==> src/rtl/fp_max_pkg.sv <==
// Shared types and FP field helpers for the fp_max_reduce slice.
// Helpers take zero-extended fields plus the field widths, so any format up to 64 bits works.
package fp_max_pkg;

    typedef enum logic [1:0] {
        ST_IDLE = 2'd0,
        ST_ACC  = 2'd1,
        ST_DONE = 2'd2
    } state_e;

    localparam int STAT_NV = 4;
    localparam int STAT_DZ = 3;
    localparam int STAT_OF = 2;
    localparam int STAT_UF = 1;
    localparam int STAT_NX = 0;

    localparam int FW = 64;

    function automatic logic [FW-1:0] expo_ones(input int expo_w);
        return (FW'(1) << expo_w) - FW'(1);
    endfunction

    function automatic logic is_nan(input logic [FW-1:0] expo, input logic [FW-1:0] mant,
                                    input int expo_w);
        return (expo == expo_ones(expo_w)) && (mant != '0);
    endfunction

    // Signalling NaN: quiet bit (mantissa MSB) clear.
    function automatic logic is_snan(input logic [FW-1:0] expo, input logic [FW-1:0] mant,
                                     input int expo_w, input int mant_w);
        logic [FW-1:0] q;
        q = mant >> (mant_w - 1);
        return is_nan(expo, mant, expo_w) && !q[0];
    endfunction

    function automatic logic [FW-1:0] canonical_nan(input int expo_w, input int mant_w);
        return (expo_ones(expo_w) << mant_w) | (FW'(1) << (mant_w - 1));
    endfunction

endpackage

==> src/rtl/fp_max_cmp.sv <==
// Combinational two-operand maxNum; a is the accumulator, b the incoming operand.
// Ties and NaN-vs-NaN keep a, so the earliest element wins.
module fp_max_cmp
    import fp_max_pkg::*;
#(
    parameter int SIGN_W = 1,
    parameter int EXPO_W = 8,
    parameter int MANT_W = 23
) (
    input  logic [SIGN_W+EXPO_W+MANT_W-1:0] a,
    input  logic                            a_nan,
    input  logic [SIGN_W+EXPO_W+MANT_W-1:0] b,
    output logic [SIGN_W+EXPO_W+MANT_W-1:0] res,
    output logic                            a_wins,
    output logic                            b_nan,
    output logic                            b_snan
);
    localparam int W = SIGN_W + EXPO_W + MANT_W;

    logic [FW-1:0] b_expo, b_mant;
    logic          b_gt_a;

    assign b_expo = FW'(b[MANT_W +: EXPO_W]);
    assign b_mant = FW'(b[MANT_W-1:0]);
    assign b_nan  = is_nan(b_expo, b_mant, EXPO_W);
    assign b_snan = is_snan(b_expo, b_mant, EXPO_W, MANT_W);

    // Sign-magnitude ordering; differing signs also give +0 > -0.
    always_comb begin
        b_gt_a = 1'b0;
        if (a[W-1] != b[W-1])
            b_gt_a = a[W-1];
        else if (!a[W-1])
            b_gt_a = b[W-2:0] > a[W-2:0];
        else
            b_gt_a = b[W-2:0] < a[W-2:0];
    end

    always_comb begin
        a_wins = 1'b1;
        res    = a;
        if (a_nan && b_nan) begin
            res = W'(canonical_nan(EXPO_W, MANT_W));
        end else if (a_nan) begin
            a_wins = 1'b0;
            res    = b;
        end else if (!b_nan && b_gt_a) begin
            a_wins = 1'b0;
            res    = b;
        end
    end

endmodule

==> src/rtl/fp_max_reduce.sv <==
// Streaming FP maxNum reduction: one registered max/status/count per in_last-terminated packet.
// Define FP_MAX_INDEX_EN to add out_idx, the zero-based position of the winning element.
module fp_max_reduce
    import fp_max_pkg::*;
#(
    parameter int SIGN_W = 1,
    parameter int EXPO_W = 8,
    parameter int MANT_W = 23,
    parameter int CNT_W  = 16
) (
    input  logic                            clk,
    input  logic                            rst_n,
    input  logic                            in_valid,
    output logic                            in_ready,
    input  logic [SIGN_W+EXPO_W+MANT_W-1:0] in_data,
    input  logic                            in_last,
    output logic                            out_valid,
    input  logic                            out_ready,
    output logic [SIGN_W+EXPO_W+MANT_W-1:0] out_data,
    output logic [4:0]                      out_status,
    output logic [CNT_W-1:0]                out_count
`ifdef FP_MAX_INDEX_EN
    ,
    output logic [CNT_W-1:0]                out_idx
`endif
);
    localparam int W = SIGN_W + EXPO_W + MANT_W;

    state_e           state_q, state_d;
    logic [W-1:0]     acc_q, acc_d;
    logic             acc_nan_q, acc_nan_d;
    logic             nv_q, nv_d;
    logic [CNT_W-1:0] count_q, count_d;
    logic             in_ready_q, in_ready_d;
    logic             out_valid_q, out_valid_d;
    logic [W-1:0]     out_data_q, out_data_d;
    logic [4:0]       out_status_q, out_status_d;
    logic [CNT_W-1:0] out_count_q, out_count_d;
`ifdef FP_MAX_INDEX_EN
    logic [CNT_W-1:0] idx_q, idx_d;
    logic [CNT_W-1:0] out_idx_q, out_idx_d;
`endif

    logic [W-1:0] cmp_res;
    logic         cmp_a_wins, cmp_b_nan, cmp_b_snan;
    logic         beat, finish;

    fp_max_cmp #(.SIGN_W(SIGN_W), .EXPO_W(EXPO_W), .MANT_W(MANT_W)) u_cmp (
        .a      (acc_q),
        .a_nan  (acc_nan_q),
        .b      (in_data),
        .res    (cmp_res),
        .a_wins (cmp_a_wins),
        .b_nan  (cmp_b_nan),
        .b_snan (cmp_b_snan)
    );

    assign beat = in_valid && in_ready_q;

    always_comb begin
        state_d      = state_q;
        acc_d        = acc_q;
        acc_nan_d    = acc_nan_q;
        nv_d         = nv_q;
        count_d      = count_q;
        in_ready_d   = in_ready_q;
        out_valid_d  = out_valid_q;
        out_data_d   = out_data_q;
        out_status_d = out_status_q;
        out_count_d  = out_count_q;
`ifdef FP_MAX_INDEX_EN
        idx_d        = idx_q;
        out_idx_d    = out_idx_q;
`endif
        finish       = 1'b0;

        case (state_q)
            ST_IDLE: begin
                if (beat) begin
                    acc_d     = cmp_b_nan ? W'(canonical_nan(EXPO_W, MANT_W)) : in_data;
                    acc_nan_d = cmp_b_nan;
                    nv_d      = cmp_b_snan;
                    count_d   = CNT_W'(1);
`ifdef FP_MAX_INDEX_EN
                    idx_d     = '0;
`endif
                    state_d   = ST_ACC;
                    finish    = in_last;
                end
            end
            ST_ACC: begin
                if (beat) begin
                    acc_d     = cmp_res;
                    acc_nan_d = acc_nan_q && cmp_b_nan;
                    nv_d      = nv_q || cmp_b_snan;
                    count_d   = (&count_q) ? count_q : count_q + CNT_W'(1);
`ifdef FP_MAX_INDEX_EN
                    // Pre-increment count is this beat's position.
                    if (!cmp_a_wins)
                        idx_d = count_q;
`endif
                    finish    = in_last;
                end
            end
            ST_DONE: begin
                if (out_ready) begin
                    state_d      = ST_IDLE;
                    out_valid_d  = 1'b0;
                    in_ready_d   = 1'b1;
                    acc_d        = '0;
                    acc_nan_d    = 1'b0;
                    nv_d         = 1'b0;
                    count_d      = '0;
                    out_status_d = '0;
`ifdef FP_MAX_INDEX_EN
                    idx_d        = '0;
`endif
                end
            end
            default: state_d = ST_IDLE;
        endcase

        // Capture results from the post-beat values so the last beat is included.
        if (finish) begin
            state_d      = ST_DONE;
            in_ready_d   = 1'b0;
            out_valid_d  = 1'b1;
            out_data_d   = acc_d;
            out_status_d = '0;
            out_status_d[STAT_NV] = nv_d;
            out_count_d  = count_d;
`ifdef FP_MAX_INDEX_EN
            out_idx_d    = idx_d;
`endif
        end
    end

    always_ff @(posedge clk or negedge rst_n) begin
        if (!rst_n) begin
            state_q      <= ST_IDLE;
            acc_q        <= '0;
            acc_nan_q    <= 1'b0;
            nv_q         <= 1'b0;
            count_q      <= '0;
            in_ready_q   <= 1'b1;
            out_valid_q  <= 1'b0;
            out_data_q   <= '0;
            out_status_q <= '0;
            out_count_q  <= '0;
`ifdef FP_MAX_INDEX_EN
            idx_q        <= '0;
            out_idx_q    <= '0;
`endif
        end else begin
            state_q      <= state_d;
            acc_q        <= acc_d;
            acc_nan_q    <= acc_nan_d;
            nv_q         <= nv_d;
            count_q      <= count_d;
            in_ready_q   <= in_ready_d;
            out_valid_q  <= out_valid_d;
            out_data_q   <= out_data_d;
            out_status_q <= out_status_d;
            out_count_q  <= out_count_d;
`ifdef FP_MAX_INDEX_EN
            idx_q        <= idx_d;
            out_idx_q    <= out_idx_d;
`endif
        end
    end

    assign in_ready   = in_ready_q;
    assign out_valid  = out_valid_q;
    assign out_data   = out_data_q;
    assign out_status = out_status_q;
    assign out_count  = out_count_q;
`ifdef FP_MAX_INDEX_EN
    assign out_idx    = out_idx_q;
`endif

endmodule

==> config.mk <==
export PLATFORM = sky130hd
export DESIGN_NAME = fp_max_reduce
export DESIGN_NICKNAME = d
export VERILOG_FILES = /design/src/rtl/fp_max_pkg.sv /design/src/rtl/fp_max_cmp.sv /design/src/rtl/fp_max_reduce.sv
export SDC_FILE = /design/constraint.sdc
export NUM_CORES = 1
export LEC_CHECK = 0
export CAP_MARGIN = 5
export CORE_MARGIN = 2
export CORE_UTILIZATION = 35
export CTS_BUF_LIST = sky130_fd_sc_hd__clkbuf_16
export CTS_CLUSTER_DIAMETER = 120
export DETAILED_ROUTE_END_ITERATION = 6
export GPL_TIMING_DRIVEN = 0
export PLACE_DENSITY_LB_ADDON = 0.1
export SLEW_MARGIN = 30
export SYNTH_ARGS = -nofsm -noshare
export SYNTH_HDL_FRONTEND = slang
export SYNTH_HIERARCHICAL = 1
export SYNTH_SLANG_ARGS = --single-unit
==> constraint.sdc <==
create_clock -name clk -period 2.82 [get_ports clk]
set_clock_uncertainty 0.15 [all_clocks]
set_input_delay 0.282 -clock clk [delete_from_list [all_inputs] [get_ports clk]]
set_output_delay 0.282 -clock clk [all_outputs]
set_load 0.02 [all_outputs]
# [Yosys cells after proc, flatten, opt, wreduce, memory -nomap -nowiden]
# Index checks and enable logic that the tools add are counted.
[totals] regBits=107 input_bits=37 output_inout_bits=55 word_cells=78
[op_classes] n_addsub=1 order_cmp=2 eq_ne=10 muxes=37 n_reduce_logical=18
[op_table] operator="$mux W32" count=7
[op_table] operator="$pmux W32 S3" count=1
[op_table] operator="$mux W16" count=4
[op_table] operator="$reduce_bool A64 Y1" count=1
[op_table] operator="$pmux W16 S3" count=1
[op_table] operator="$gt A31 B31 Y1" count=1
[op_table] operator="$lt A31 B31 Y1" count=1
[op_table] operator="$add A16 B1 Y16 const B" count=1
[op_table] operator="$reduce_and A16 Y1" count=1
[op_table] operator="$mux W1" count=15
[op_table] operator="$mux W5" count=3
[op_table] operator="$eq A8 B8 Y1 const B" count=1
[op_table] operator="$ne A2 B2 Y1 const B" count=4
[op_table] operator="$mux W2" count=3
[op_table] operator="$ne A3 B3 Y1 const B" count=2
[op_table] operator="$pmux W1 S3" count=2
[op_table] operator="$pmux W2 S3" count=1
[op_table] operator="$logic_and A1 B1 Y1" count=5
[op_table] operator="$reduce_and A4 Y1" count=1
[op_table] operator="$reduce_bool A2 Y1" count=2
[op_table] operator="$reduce_and A3 Y1" count=1
[op_table] operator="$reduce_bool A3 Y1" count=1
[op_table] operator="$eq A2 B1 Y1 const B" count=1
[op_table] operator="$eq A2 B2 Y1 const B" count=1
[op_table] operator="6 further kinds" count=7

# [Longest topological paths before layout]
[depth] word_depth=9 mapped_depth=14 mapped_depth_nobuf=13

# [By module]
# The synthesis kept the hierarchy.
[by_module_without_submodules] mod="fp_max_reduce" n_inst=1 cells_each=442 area_per_inst_um2=5049.8 seq_area_each_um2=2578.7
[by_module_without_submodules] mod="fp_max_cmp" n_inst=1 cells_each=171 area_per_inst_um2=1295.0 seq_area_each_um2=0.0

# [Worst setup path after synthesis]
# No wires, ideal clock.
[synth_path] path_type="register to register" from="register acc_q[13]" to="register out_data_q[26] (netlist: out_data[26])" setup_ns=0.125 t_arrival_ns=2.819 t_required_ns=2.545 setup_slack_ns=-0.273 path_stages_with_launch=14 n_path_buf=1 period_less_slack_ns=3.093 cell_sequence="dfrtp_1 -> inv_1 -> ha_1 -> and4_1 -> a221oi_1 -> a21oi_2 -> o31a_2 -> a21oi_4 -> buf_6 -> mux2_4 -> nand2_1 -> a21oi_1 -> a21o_2 -> mux2_2"
[synth_between] elab_chain_cells=9 word_cells_on_any_way=10 classes_between="order compare: 2; mux: 7; reduce/logical: 1"
[synth_rtl] element="start: declaration" line_no="fp_max_reduce.sv:30" source="logic [W-1:0] acc_q, acc_d;"
[synth_rtl] element="start signal: assignment" line_no="fp_max_reduce.sv:141" source="acc_q <= '0;"
[synth_rtl] element="start signal: assignment" line_no="fp_max_reduce.sv:156" source="acc_q <= acc_d;"
[synth_rtl] element="$gt A31 B31 Y1 / $lt A31 B31 Y1 (equally long branches)" line_no="fp_max_cmp.sv:34, fp_max_cmp.sv:36"
[synth_rtl] element="$mux W1 *" line_no="fp_max_cmp.sv:33" source="else if (!a[W-1])"
[synth_rtl] element="$mux W1 *" line_no="fp_max_cmp.sv:31" source="if (a[W-1] != b[W-1])"
[synth_rtl] element="$logic_and A1 B1 Y1 *" line_no="fp_max_cmp.sv:47" source="end else if (!b_nan && b_gt_a) begin"
[synth_rtl] element="$mux W32 *" line_no="fp_max_cmp.sv:47"
[synth_rtl] element="$mux W32 *" line_no="fp_max_cmp.sv:44" source="end else if (a_nan) begin"
[synth_rtl] element="$mux W32 *" line_no="fp_max_cmp.sv:42" source="if (a_nan && b_nan) begin"
[synth_rtl] element="named net cmp_res[26]" line_no="fp_max_reduce.sv:44" source="logic [W-1:0] cmp_res;"
[synth_rtl] element="$mux W32 *" line_no="fp_max_reduce.sv:92" source="if (beat) begin"
[synth_rtl] element="$pmux W32 S3 *" line_no="fp_max_reduce.sv:77" source="case (state_q)"
[synth_rtl] element="named net acc_d[26]" line_no="fp_max_reduce.sv:30"
[synth_rtl] element="end signal: assignment" line_no="fp_max_reduce.sv:162" source="out_data_q <= out_data_d;"
[synth_rtl] element="end: declaration" line_no="fp_max_reduce.sv:36" source="logic [W-1:0] out_data_q, out_data_d;"
# The timed path passes the listed nets; every way through them passes the cells marked *.
# A chain may end at the register's enable or synchronous reset.

# [Worst setup path after layout]
[layout_path] from="register acc_q[18]" to="register out_data_q[27] (netlist: out_data[27])"
# The elaborated chain is that of the path after synthesis.

==> results_dict.tcl <==
set metrics [dict create \
    outcome "finished with violations" \
    violations "setup timing" \
    area_growth_pct 34.7 \
    tns_ns -18.22 \
    final_cells 982 \
    worstPathMaxFanout 8 \
    port_buffers 87 \
    report.final.slew_viol_count 0 \
    r2r_end "out_data[27]$_DFFE_PN0P_" \
    dp.cells 932 \
    drive_gt1_share_pct 29.1 \
    fin_nets 822 \
    drv_cap 0 \
    critPathLaunch "acc_q[18]$_DFF_PN0_" \
    vias 5467 \
    r2r_cells 13 \
    antenna_found_initial 0 \
    end_kind "flop" \
    grt_pass1_wl_um 29500 \
    wl_per_cell_um 18.8 \
    setup_slack_ns -0.500 \
    vdd_drop_max_mv 0.405 \
    fp-row-count 49 \
    wl_um 18500 \
    htree_levels 3 \
    clock-sinks 103 \
    gp_congestion 0.822 \
    cts-root-buf "clkbuf_16" \
    grt_start_max_net_pins 56 \
    final-setup-viol-count 63 \
    path_depth 13 \
    crit_family "simple AND/OR/NAND/NOR gates" \
    synth_cells 612 \
    die_x_um 139 \
    nFillCells 1657 \
    yosysWarnings 6 \
    endpoint "out_data[27]$_DFFE_PN0P_" \
    path_buf_inv 2 \
    power.density_mw_per_mm2 961 \
    start_kind "flop" \
    cts.clk_slew.worst_paths_ns 0.07 \
    rsz0062_at_grt "true" \
    syn_area_mm2 0.00634 \
    synth.avg_cell_area_um2 10.4 \
    drc_errors 0 \
    r2r_start "acc_q[18]$_DFF_PN0_" \
    start_util_pct 35.5 \
    drt_first_iter_violations 285 \
    cts_buffers 9 \
    min_period_ns 3.32 \
    pin_count 92 \
    post-route-period-util_pct 118 \
    insertion_delay_ns 0.35 \
    ant_nets 0 \
    critPathMaxStageDelay_ns 0.58 \
    layout_commonest_cell "dfrtp_1" \
    finalHoldViolations 0 \
    cp_slowest_cell "or4_4" \
    clock.fmax_mhz 301 \
    final_cell_mix "dfrtp_1, clkdlybuf4s50_1, nand2_1" \
    cts_tree "yes" \
    grt_overflow_total 0 \
    path_cells "inv_1, ha_4, nand4_1, or4_4, a21oi_4, o21ai_4, a21oi_4, buf_8, mux2_4, nand2_2, a21oi_2, a21o_2, mux2_4" \
    r2r_slack_ns -0.50 \
    fp.coreArea_mm2 0.0178 \
    antenna_cells 0 \
    die_h_um 139 \
    critical_path_class "reg -> reg" \
    dp_hpwl_um 12900 \
    critPathArrivalTime_ns 3.41 \
    power.leakage_nw 3.72 \
    die-area_mm2 0.0192 \
    grt_pass1_vias 5487 \
    viasPerCell 5.57 \
    cts_buffer_depth 2 \
    hp-class "in -> reg" \
    cp.required_ns 2.91 \
    grtUsageTotal_pct 19.0 \
    slew-limit-headroom_pct 44.8 \
    worstMarginPinSlew_ns 0.829 \
    drtPass1Iterations 5 \
]
[worst min-delay path by stage]
stage	startpoint	depth (start not counted)	slack [ns]	to
floorplan	rst_n	0	-0.16	acc_nan_q$_DFFE_PN0P_
global placement	out_valid$_DFFE_PN0P_	1	0.32	out_valid$_DFFE_PN0P_
detailed placement	rst_n	1	0.14	out_data[16]$_DFFE_PN0P_
CTS	rst_n	2	0.33	out_data[15]$_DFFE_PN0P_
global route	in_data[21]	3	0.32	acc_q[21]$_DFF_PN0_
finish	in_data[20]	3	0.27	acc_q[20]$_DFF_PN0_
[through the flow]
step                setup slack [ns]  instance area, um^2  util (%)  hold slack, ns  power (mW)
global placement               -2.81                 7590      42.6           0.317        6.18
finish                        -0.500                 8540      47.9           0.266        8.20
detailed placement             -1.00                 7620      42.7           0.139        6.24
global route                  -0.630                 8540      47.9           0.316        8.74
CTS                           -0.461                 8300      46.5           0.332        7.96
floorplan                     -0.213                 6440         -          -0.164        4.92
[timing repair]
item,CTS,global route
cloned,0,2
resized for setup,63,35
hold buffers,1,0
setup buffers,24,7
endpoints found under the hold margin,53,0
endpoints found under the setup margin,64,69
pin swaps,16,25
[layout make-up]
cell class | count | area (um^2) | area share (%)
multi-input combinational | 434 | 3810 | 44.6
inverter | 40 | 150 | 1.76
buffer | 38 | 259 | 3.03
sequential | 103 | 2580 | 30.2
tap | 229 | 287 | 3.36
clock inverter | 7 | 78.8 | 0.923
clock buffer | 9 | 225 | 2.64
timing repair buffer | 122 | 1150 | 13.5
[metal layers]
layer	part of all wire, %	track usage [%]	vias to the layer above
li1	-	-	2543
met1	46	25.8	2714
met2	47	30.8	173
met3	4.6	2.90	37
met4	2.4	7.41	0
met5	0	0	-
[where the power goes]
part | switching (mW) | internal, mW
combinational | 2.46 | 2.21
sequential | 0.300 | 1.92
clock | 0.613 | 0.701
total | 3.37 | 4.83
[registers in the layout (all words and copies together), names as in the netlist]
name,flops
acc_nan_q,1
acc_q,32
count_q,16
in_ready,1
nv_q,1
out_count,16
out_data,32
out_status,1
out_valid,1
state_q,2
[worst register-to-register path, cell delays in order, from the launching register on]
cell and delay, ns:
dfrtp_1 0.38, inv_1 0.08, ha_4 0.27, nand4_1 0.14, or4_4 0.58, a21oi_4 0.20, o21ai_4 0.10, a21oi_4 0.23
buf_8 0.18, mux2_4 0.32, nand2_2 0.07, a21oi_2 0.05, a21o_2 0.21, mux2_4 0.25
Note: power is estimated with default switching activity, not from simulation.
